<file path="src/rtl/serial_deframer_pkg.sv">
// Shared types, width helpers and default parameters for the serial deframer.
package serial_deframer_pkg;

   typedef enum logic [1:0] {
      HUNT   = 2'd0,
      DATA   = 2'd1,
      PARITY = 2'd2,
      CHECK  = 2'd3
   } state_t;

   localparam int         DEF_SYNC_W   = 8;
   localparam logic [7:0] DEF_SYNC_PAT = 8'hA5;
   localparam int         DEF_DATA_W   = 8;
   localparam int         DEF_MAX_MISS = 2;

   // Width of an index running 0..n-1 (at least one bit).
   function automatic int idx_w(input int n);
      return (n > 1) ? $clog2(n) : 1;
   endfunction

   // Width of a counter running 0..n.
   function automatic int cnt_w(input int n);
      return (n > 0) ? $clog2(n + 1) : 1;
   endfunction

endpackage

</file>
<file path="src/rtl/serial_deframer_window.sv">
// Sync-pattern window: SYNC_W-bit shift register with a saturating fill count
// and a combinational compare against the pattern including the incoming bit.
module deframer_window
   import serial_deframer_pkg::*;
#(
   parameter int                SYNC_W   = DEF_SYNC_W,
   parameter logic [SYNC_W-1:0] SYNC_PAT = SYNC_W'(DEF_SYNC_PAT)
) (
   input  logic clk,
   input  logic rst,
   input  logic en,
   input  logic clr,
   input  logic din,
   output logic match
);

   localparam int            FW   = cnt_w(SYNC_W);
   localparam logic [FW-1:0] FULL = FW'(SYNC_W);

   logic [SYNC_W-1:0] window;
   logic [SYNC_W-1:0] win_next;
   logic [FW-1:0]     fill;
   logic [FW-1:0]     fill_next;

   assign win_next  = (window << 1) | SYNC_W'(din);
   assign fill_next = (fill == FULL) ? FULL : fill + FW'(1);

   // The incoming bit counts toward the fill, so a match needs SYNC_W real
   // bits and never leans on zeros left in the window by a clear.
   assign match = (fill_next == FULL) && (win_next == SYNC_PAT);

   always_ff @(posedge clk) begin
      if (rst || clr) begin
         window <= '0;
         fill   <= '0;
      end else if (en) begin
         window <= win_next;
         fill   <= fill_next;
      end
   end

endmodule

</file>
<file path="src/rtl/serial_deframer.sv">
// Serial deframer: hunts for SYNC_PAT, frames DATA_W-bit words, flywheel lock.
// Optional even-parity bit per frame with SERIAL_DEFRAMER_PARITY_EN.
module serial_deframer
   import serial_deframer_pkg::*;
#(
   parameter int                SYNC_W   = DEF_SYNC_W,
   parameter logic [SYNC_W-1:0] SYNC_PAT = SYNC_W'(DEF_SYNC_PAT),
   parameter int                DATA_W   = DEF_DATA_W,
   parameter int                MAX_MISS = DEF_MAX_MISS
) (
   input  logic              clk,
   input  logic              rst,
   input  logic              idata,
   input  logic              ivalid,
   output logic [DATA_W-1:0] odata,
   output logic              ovalid,
   output logic              locked,
   output logic              sync_err
`ifdef SERIAL_DEFRAMER_PARITY_EN
   ,
   output logic              operr
`endif
);

   localparam int            MAXB   = (DATA_W > SYNC_W) ? DATA_W : SYNC_W;
   localparam int            CW     = idx_w(MAXB);
   localparam int            MW     = idx_w(MAX_MISS);
   localparam logic [CW-1:0] LAST_D = CW'(DATA_W - 1);
   localparam logic [CW-1:0] LAST_S = CW'(SYNC_W - 1);
   localparam logic [MW-1:0] LAST_M = MW'(MAX_MISS - 1);

   state_t            state;
   logic [CW-1:0]     bit_cnt;
   logic [MW-1:0]     miss_cnt;
   logic [DATA_W-1:0] shreg;
   logic [DATA_W-1:0] dnext;
   logic              win_match;
   logic              win_clr;

   assign dnext = (shreg << 1) | DATA_W'(idata);

   // Dropping lock flushes the window so the hunt restarts from a clean slate.
   assign win_clr = ivalid && (state == CHECK) && (bit_cnt == LAST_S) &&
                    !win_match && (miss_cnt == LAST_M);

   deframer_window #(
      .SYNC_W   (SYNC_W),
      .SYNC_PAT (SYNC_PAT)
   ) u_window (
      .clk   (clk),
      .rst   (rst),
      .en    (ivalid),
      .clr   (win_clr),
      .din   (idata),
      .match (win_match)
   );

   always_ff @(posedge clk) begin
      if (rst) begin
         state    <= HUNT;
         odata    <= '0;
         ovalid   <= 1'b0;
         locked   <= 1'b0;
         sync_err <= 1'b0;
         bit_cnt  <= '0;
         miss_cnt <= '0;
         shreg    <= '0;
`ifdef SERIAL_DEFRAMER_PARITY_EN
         operr    <= 1'b0;
`endif
      end else begin
         ovalid   <= 1'b0;
         sync_err <= 1'b0;
         if (ivalid) begin
            case (state)
               HUNT: begin
                  if (win_match) begin
                     state   <= DATA;
                     bit_cnt <= '0;
                  end
               end
               DATA: begin
                  shreg <= dnext;
                  if (bit_cnt == LAST_D) begin
                     bit_cnt <= '0;
`ifdef SERIAL_DEFRAMER_PARITY_EN
                     state   <= PARITY;
`else
                     odata   <= dnext;
                     ovalid  <= 1'b1;
                     state   <= CHECK;
`endif
                  end else begin
                     bit_cnt <= bit_cnt + CW'(1);
                  end
               end
               PARITY: begin
`ifdef SERIAL_DEFRAMER_PARITY_EN
                  odata   <= shreg;
                  operr   <= ^{shreg, idata};
                  ovalid  <= 1'b1;
                  bit_cnt <= '0;
                  state   <= CHECK;
`else
                  state   <= HUNT;
`endif
               end
               CHECK: begin
                  if (bit_cnt == LAST_S) begin
                     bit_cnt <= '0;
                     if (win_match) begin
                        miss_cnt <= '0;
                        locked   <= 1'b1;
                        state    <= DATA;
                     end else begin
                        sync_err <= 1'b1;
                        if (miss_cnt == LAST_M) begin
                           miss_cnt <= '0;
                           locked   <= 1'b0;
                           state    <= HUNT;
                        end else begin
                           miss_cnt <= miss_cnt + MW'(1);
                           state    <= DATA;
                        end
                     end
                  end else begin
                     bit_cnt <= bit_cnt + CW'(1);
                  end
               end
               default: state <= HUNT;
            endcase
         end
      end
   end

endmodule
</file>
<file path="config.mk">
export PLATFORM = sky130hd
export DESIGN_NAME = serial_deframer
export DESIGN_NICKNAME = d
export VERILOG_FILES = /design/src/rtl/serial_deframer_pkg.sv /design/src/rtl/serial_deframer_window.sv /design/src/rtl/serial_deframer.sv
export SDC_FILE = /design/constraint.sdc
export NUM_CORES = 1
export LEC_CHECK = 0
export ABC_CLOCK_PERIOD_IN_PS = 4200
export CELL_PAD_IN_SITES_DETAIL_PLACEMENT = 1
export CELL_PAD_IN_SITES_GLOBAL_PLACEMENT = 2
export CORE_ASPECT_RATIO = 0.7
export CORE_MARGIN = 2
export CORE_UTILIZATION = 42
export CTS_BUF_LIST = sky130_fd_sc_hd__clkbuf_4
export DETAILED_ROUTE_END_ITERATION = 6
export DONT_BUFFER_PORTS = 1
export GPL_ROUTABILITY_DRIVEN = 0
export PLACE_DENSITY_LB_ADDON = 0.1
export SLEW_MARGIN = 20
export SYNTH_ARGS = -nofsm -noshare
export SYNTH_HDL_FRONTEND = slang
export SYNTH_SLANG_ARGS = --single-unit
</file>
<file path="constraint.sdc">
create_clock -name clk -period 4.2 [get_ports clk]
set_clock_uncertainty 0.15 [all_clocks]
set_input_delay 1.05 -clock clk [delete_from_list [all_inputs] [get_ports clk]]
set_output_delay 1.05 -clock clk [all_outputs]
set_load 0.005 [all_outputs]
</file>
# == Yosys cells after proc, flatten, opt, wreduce, memory -nomap -nowiden ==
# Cells that the tools add are included.
# Widths: inputs -> output; s select.
# word_totals
input_bits,4
out_inout_bits,11
elab_cells,64
ff_bits,35
# op_classes
bitwise_logic,6
addsub,3
n_reduce_logical,19
eq_ne,10
mux,16
# ops
op,n
$or 8x1->8,2
$reduce_and 3->1,3
$eq 4x4->1 const B,2
$eq 8x8->1 const B,1
$mux 1,8
$pmux 2 s4,1
$reduce_and 4->1,2
$mux 2,3
$mux 3,2
$pmux 3 s2,1
$logic_and 1x1->1,5
$add 4x1->4 const B,1
$eq 2x2->1 const B,2
$mux 4,1
$ne 2x2->1 const B,2
$not 1->1,4
$reduce_bool 2->1,2
$reduce_or 4->1,1
$add 3x1->3 const B,1
$eq 3x3->1 const B,1
$reduce_or 3->1,1
$eq 2x1->1 const B,1
$logic_not 2->1,1
$ne 2x1->1 const B,1
other kinds (5),5

# == Logic depth before layout (Yosys ltp) ==
# Gate-level depths: netlist of the first run.
# logic_depth
ltp_word,8
mapped_depth,8
ltp_nobuf,6

# == Hierarchy ==
# Synthesis of the first run repeated with hierarchy kept, for this count alone.
# unflattened
cells_unflattened,159
area_unflattened_um2,1557.7
# by_module_without_submodules
mod,seq_area_each_um2,area_per_inst_um2,cells_each,n_inst
serial_deframer,480.5,1024.7,105,1
deframer_window,220.2,533.0,54,1

# == Worst setup path after synthesis of the first run ==
# Ideal clock, no wire load.
# synth_path
path_type,input -> register
from,input idata
to,register bit_cnt[2]
slack_ps,1815
stages,4
arrival_ps,2095
required_ps,3910
setup_time_ps,140
n_path_buf,0
path_cell_list,nand2b_1 > or4_1 > nor4b_2 > o32ai_1
# synth_via
elab_chain_cells,5
# synth_rtl
element,line_no,text
start: declaration,serial_deframer.sv:13,"input logic idata,"
$or 8x1->8,serial_deframer_window.sv:25,assign win_next = (window << 1) | SYNC_W'(din);
$eq 8x8->1,serial_deframer_window.sv:30,assign match = (fill_next == FULL) && (win_next == SYNC_PAT);
$logic_and 1x1->1,serial_deframer_window.sv:30,
$ne 2x2->1 (no line),-,
$reduce_and 3->1 (no line),-,
end signal: assignment,serial_deframer.sv:94,bit_cnt <= bit_cnt + CW'(1);
end signal: assignment,serial_deframer.sv:127,bit_cnt <= bit_cnt + CW'(1);
end: declaration,serial_deframer.sv:33,logic [CW-1:0] bit_cnt;
# No other way between the ends.
# A chain may end at the register's enable or synchronous reset.

# == Worst setup path after layout of the first run ==
# layout_path
from,register u_window.fill[0]
to,register bit_cnt[2]
# layout_via
elab_chain_cells,6
elab_cells_between_ends,7
cone_classes,1 x add/sub; 3 x eq/ne; 1 x mux; 2 x reduce/logical
# layout_rtl
element,line_no,text
start: declaration,serial_deframer_window.sv:22,logic [FW-1:0] fill;
start signal: assignment,serial_deframer_window.sv:38,fill <= fill_next;
$add 4x1->4 / $eq 4x4->1 (equally long branches),serial_deframer_window.sv:26,assign fill_next = (fill == FULL) ? FULL : fill + FW'(1);
$mux 4 *,serial_deframer_window.sv:26,
named net u_window.fill_next[1],serial_deframer_window.sv:23,logic [FW-1:0] fill_next;
$eq 4x4->1 *,serial_deframer_window.sv:30,
$logic_and 1x1->1 *,serial_deframer_window.sv:30,
$ne 2x2->1 (no line) *,-,
$reduce_and 3->1 (no line) *,-,
# The timed path passes the listed nets; every way through them passes the cells marked *.

==> results of run 1 <==
-- tightest hold or removal path, cell delays in order (launching register included) --
cell and delay, ps:
dfxtp_1 330, nand2_1 50, a21oi_1 50
-- cells by family after synthesis --
group,count (synthesis)
flip-flops,35
buffers and inverters,15
adder cells (fa/ha/maj),4
AO/OA/AOI/OAI,31
AND/OR/NAND/NOR,77
multiplexers,9
XOR/XNOR,2
-- cell type report --
class | count | share of cell area (%)
multi-input combinational | 123 | 46.2
sequential | 35 | 44.2
tap | 50 | 3.95
clock buffer | 6 | 2.84
clock inverter | 1 | 1.89
inverter | 4 | 0.947
-- state kept, by name (all words and copies together) (netlist names) --
register and cells:
odata 8, shreg 7, u_window.window 7, u_window.fill 4, bit_cnt 3, state 2
locked 1, miss_cnt 1, ovalid 1, sync_err 1
-- power by group --
part	internal, mW	leakage (nW)	switching [mW]
clock	0.129	0.0417	0.107
sequential	0.335	0.282	0.00386
combinational	0.00760	0.238	0.00613
total	0.471	0.562	0.117
-- per-layer routing --
metal / wire length (um) / part of all wire, % / track usage (%)
met1: 1720 / 52 / 26.3
met2: 1440 / 44 / 27.9
met3: 106 / 3.2 / 5.43
met4: 34 / 1.0 / 5.26
met5: 0 / 0 / 0
-- layout by cell type, fill, tap and decap left out, types with 4 or more instances in the layout --
cell       n
a21oi_1   21
clkbuf_4   6
dfxtp_1   35
ha_1       4
inv_1      4
mux2i_1    9
nand2_1   37
nand3_1    5
nor2_1     4
nor3_1    11
-- path summary, 6_finish.rpt --
check                       endpoint  slack, ps
max          bit_cnt[2]$_SDFFE_PP0P_       1680
min            odata[7]$_SDFFE_PP0P_        310
min reg2reg    odata[7]$_SDFFE_PP0P_        310
max reg2reg  bit_cnt[2]$_SDFFE_PP0P_       1680
==> qor.csv, run 1 <==
metric,value,unit
starting density of the core,43.0,%
Die H,53.9,um
"Top FF cell, synth",dfxtp_1,
TritonCTS buffer count,5,
Crit. End Element,register,
Area Growth Syn to Fin,6.29,%
pin count of the biggest net entering global routing,35,
commonest cells in the netlist,"37 x nand2_1, 35 x dfxtp_1, 21 x a21oi_1, 11 x nor3_1, 9 x mux2i_1",
first-pass GRT wire length,5.60,mm
critical path peak fanout,8,
max incr delay on CP,460,ps
hold wc startpoint,shreg[6]$_SDFFE_PP0P_,
reg2reg path depth,6,
TritonCTS clock tree,built,
Synth area leaders,"dfxtp_1 47%, nand2_1 9.3%, a21oi_1 7.0%",
Yosys warning total,0,
Die ar.,4050,um^2
H-tree levels,2,
number of detailed-route iterations in the first pass,4,
syn nets,181,
CP top delay family,simple AND/OR/NAND/NOR gates,
simple-gate share of the synthesized area,26.7,%
Post-Route Setup TNS,0,ps
1st-iter DRT viols,45,
Max Fclk,397,MHz
WP buf/inv,1,
"Slew Viols, Final",0,
"worst slack, placed",1670,ps
grt total ovfl,0,
Reg area,701,um^2
vias per inst,5.37,
Port Buffers,0,
Inst Count DP,212,
Worst Setup SP,u_window.fill[0]$_SDFFE_PP0P_,
Area after DPL,1510,um^2
Post-CTS Resized,0,
"EDFF count, synth",0,
hold buffers post-CTS,0,
# fillers,423,
hold depth,2,
"Worst Setup Slack, final",1680,ps
Setup-failing EPs final,0,
clk buf depth,2,
Least-Margin Pin Slew,941,ps
critical path startpoint category,register,
Tmin final,2520,ps
"Cell Area, Synth",1490,um^2
"flops & latches, synth",35,
Synth Area in Compound Gates,11.8,%
Power Total,0.588,mW
CTS Sinks,35,
Final Non-Filler Cells,219,
sequential cell area fraction in the yosys report,47.0,%
Adder-Cell Fraction of Synth Area,3.36,%
largest family of logic cells by synthesized area,simple AND/OR/NAND/NOR gates,
final core occ,45.7,%
# IOs,15,
period utilisation layout,60.0,%
LEAKAGE,0.562,nW
DRC,0,
antenna violations before repair,0,
vias in the first global route,1123,
worst skew pair latency,330,ps
CORE AREA,3470,um^2
"logic depth of the worst path, buffers included",6,
routed vias,1175,
status,finished clean,
Clock transition at path regs,100,ps
Post-CTS Setup Inserts,0,
critical-path cell list,inv_1 -> ha_1 -> or3b_1 -> or4_1 -> nor4b_2 -> o32ai_1,
post-synth top area cell,dfxtp_1,
layout cells sized above 1,5.92,%
RSZ-0062 raised after global routing,false,
clock root buffer,clkbuf_4,
CP Data Arrival Time,2570,ps
Netlist cell types,33,
power per cell area,371,nW/um^2
drt wl/cell,15.1,um
# rows,18,
final-stage net count,177,
Die W,75.2,um
"count leader, synth",nand2_1,
Worst VDD drop,0.000211,V
max_cap viols,0,
post-route ant nets,0,
Worst EP required,4250,ps
Critical R2R Launch,u_window.fill[0]$_SDFFE_PP0P_,
syn avg cell area,8.62,um^2
Detail Placement HPWL,2.31,mm
Multi-input gate area,732,um^2
"Hold Violations, Final",0,
Final Cell Area,1590,um^2
relative slew slack,37.3,%
CP Class,register to register,
post-synth top area share,47.0,%
Post-Route WL,3.30,mm
GRT Util Overall,18.7,%
Hold WS,305,ps
multiplexer share of the synthesized area,6.04,%
ys async rst share,0,%
xor/xnor share of the synthesized area,1.17,%
Worst Hold Class,register to register,
Mapped Cells,173,
Crit-path slowest cell,dfxtp_1,
# diodes,0,
No activity file was read; power rests on OpenSTA's default activity.
==> run 2: changes to the inputs <==
ABC_CLOCK_PERIOD_IN_PS = 2400   (was 4200)
CORE_UTILIZATION = 39   (was 42)
clock period = 2.4 ns   (was 4.2 ns; I/O delays follow)
==> qor.csv, run 2 (synthesized netlist as in run 1, its figures left out) <==
metric,value,unit,change
Least-Margin Pin Slew,545,ps,was 941 ps
CTS Sinks,35,,unchanged
TritonCTS buffer count,5,,unchanged
Largest register FFs,8,,unchanged
Port Buffers,0,,unchanged
Critical R2R Launch,u_window.fill[0]$_SDFFE_PP0P_,,unchanged
power per cell area,588,nW/um^2,was 371 nW/um^2
Switching Share,22.8,%,was 19.8%
max incr delay on CP,450,ps,was 460 ps
LEAKAGE,0.593,nW,was 0.562 nW
"leading cell types in the layout, fill and taps excluded","37 x nand2_1, 33 x dfxtp_1, 21 x a21oi_1",,"was 37 x nand2_1, 35 x dfxtp_1, 21 x a21oi_1"
Detail Placement HPWL,2.37,mm,was 2.31 mm
flop-to-flop setup slack,70,ps,was 1680 ps
antenna violations before repair,0,,unchanged
# IOs,15,,unchanged
Worst Hold Class,primary input to register,,was register to register
TritonCTS clock tree,built,,unchanged
Worst VDD drop,0.000317,V,was 0.000211 V
vias in the first global route,1235,,was 1123
Die H,55.7,um,was 53.9 um
Worst Hold Path EP,odata[7]$_SDFFE_PP0P_,,unchanged
Clock transition at path regs,110,ps,was 100 ps
DRC,0,,unchanged
Max Fclk,430,MHz,was 397 MHz
clk buf depth,2,,unchanged
CP Data Arrival Time,2400,ps,was 2570 ps
Worst EP required,2480,ps,was 4250 ps
vias per inst,5.36,,was 5.37
layout cells sized above 1,12.0,%,was 5.92%
period utilisation layout,96.9,%,was 60.0%
# diodes,0,,unchanged
Setup-failing EPs final,0,,unchanged
post-route ant nets,0,,unchanged
grt total ovfl,0,,unchanged
Reg power frac,61.5,%,was 57.6%
max_cap viols,0,,unchanged
Post-CTS Setup Inserts,0,,unchanged
"Slew Viols, Final",0,,unchanged
H-tree levels,2,,unchanged
clock root buffer,clkbuf_4,,unchanged
relative slew slack,63.4,%,was 37.3%
Crit. End Element,register,,unchanged
status,finished clean,,unchanged
CP top delay family,simple AND/OR/NAND/NOR gates,,unchanged
routed vias,1206,,was 1175
Top Registers,"odata x8, shreg x7, u_window.window x7",,unchanged
Post-Route WL,3.44,mm,was 3.30 mm
CORE AREA,3600,um^2,was 3470 um^2
Tmin final,2330,ps,was 2520 ps
final core occ,45.2,%,was 45.7%
reg2reg path depth,6,,unchanged
Die ar.,4340,um^2,was 4050 um^2
worst skew pair latency,350,ps,was 330 ps
combinational share of power,3.7,%,was 2.3%
pin count of the biggest net entering global routing,35,,unchanged
clock group share of total power,34.9,%,was 40.1%
# fillers,437,,was 423
GRT Util Overall,17.6,%,was 18.7%
CP Class,register to register,,unchanged
"most common cell after layout, fill and taps aside",nand2_1,,unchanged
number of detailed-route iterations in the first pass,4,,unchanged
1st-iter DRT viols,43,,was 45
"Hold Violations, Final",0,,unchanged
Internal,0.741,mW,was 0.471 mW
Crit-path slowest cell,or4_4,,was dfxtp_1
critical-path cell list,inv_1 -> ha_1 -> or3b_4 -> or4_4 -> nor4b_4 -> o32ai_2,,was inv_1 -> ha_1 -> or3b_1 -> or4_1 -> nor4b_2 -> o32ai_1
Hold WS,154,ps,was 305 ps
hold depth,1,,was 2
Area Growth Syn to Fin,9.31,%,was 6.29%
final-stage net count,182,,was 177
"Most flops, register",odata,,unchanged
hold wc startpoint,rst,,was shreg[6]$_SDFFE_PP0P_
NetSw,0.218,mW,was 0.117 mW
Die W,77.9,um,was 75.2 um
critical path peak fanout,4,,was 8
starting density of the core,41.4,%,was 43.0%
# rows,18,,unchanged
critical path startpoint category,register,,unchanged
drt wl/cell,15.3,um,was 15.1 um
first-pass GRT wire length,5.95,mm,was 5.60 mm
FF-to-FF End,bit_cnt[2]$_SDFFE_PP0P_,,unchanged
WP buf/inv,1,,unchanged
-- run 2: routing by layer --
| metal | wire [um] | vias to the layer above | part of all wire [%] | GRT usage [%] |
|---|---|---|---|---|
| li1 | - | 606 | - | - |
| met2 | 1520 | 19 | 44 | 25.9 |
| met3 | 139 | 7 | 4.0 | 5.36 |
| met1 | 1730 | 574 | 50 | 24.1 |
| met5 | 0 | - | 0 | 0 |
| met4 | 50 | 0 | 1.5 | 7.52 |
-- run 2: final cells by class --
cell class	count	area [um^2]	share of cell area [%]
well taps	50	62.6	3.84
multi-input cells	123	754	46.3
repair buffers	5	37.5	2.30
clock buffers	7	52.6	3.22
clock inverters	1	5.00	0.307
inverters	4	15.0	0.921
flip-flops and latches	35	703	43.1
-- run 2: how the worst max path moves through the flow --
| stage | from | endpoint | cells after the start |
|---|---|---|---|
| final | u_window.fill[0]$_SDFFE_PP0P_ | bit_cnt[2]$_SDFFE_PP0P_ | 6 |
| after detailed placement | u_window.fill[0]$_SDFFE_PP0P_ | bit_cnt[2]$_SDFFE_PP0P_ | 6 |
| after global routing | u_window.fill[0]$_SDFFE_PP0P_ | bit_cnt[2]$_SDFFE_PP0P_ | 6 |
| after global placement | u_window.fill[0]$_SDFFE_PP0P_ | bit_cnt[2]$_SDFFE_PP0P_ | 6 |
| after CTS | u_window.fill[0]$_SDFFE_PP0P_ | bit_cnt[2]$_SDFFE_PP0P_ | 6 |
| after floorplan | u_window.fill[0]$_SDFFE_PP0P_ | bit_cnt[2]$_SDFFE_PP0P_ | 6 |
-- run 2: timing repair --
action | CTS | global route
hold buffers | 0 | 0
resized for setup | 1 | 5
endpoints found under the setup margin | 1 | 1
pin swaps | 0 | 2
-- run 2: per-stage QoR --
stage	cell area [um^2]	cells	TNS, ps	worst slack [ps]	total power, mW
6_report	1630	225	0	73.4	0.959
5_1_grt	1630	225	-3.43	-3.43	1.01
4_1_cts	1610	225	0	48.3	0.975
3_5_place_dp	1550	217	-5.21	-5.21	0.637
3_3_place_gp	1550	217	0	118	0.633
2_1_floorplan	1490	173	0	104	0.637
-- run 2: power groups by stage --
| stage | Sequential (mW) | Combinational, mW | Clock (mW) |
|---|---|---|---|
| detailed placement | 0.603 | 0.0340 | 0 |
| global placement | 0.602 | 0.0310 | 0 |
| CTS | 0.589 | 0.0346 | 0.351 |
| global route | 0.591 | 0.0387 | 0.380 |
| finish | 0.590 | 0.0354 | 0.334 |
| floorplan | 0.604 | 0.0329 | 0 |
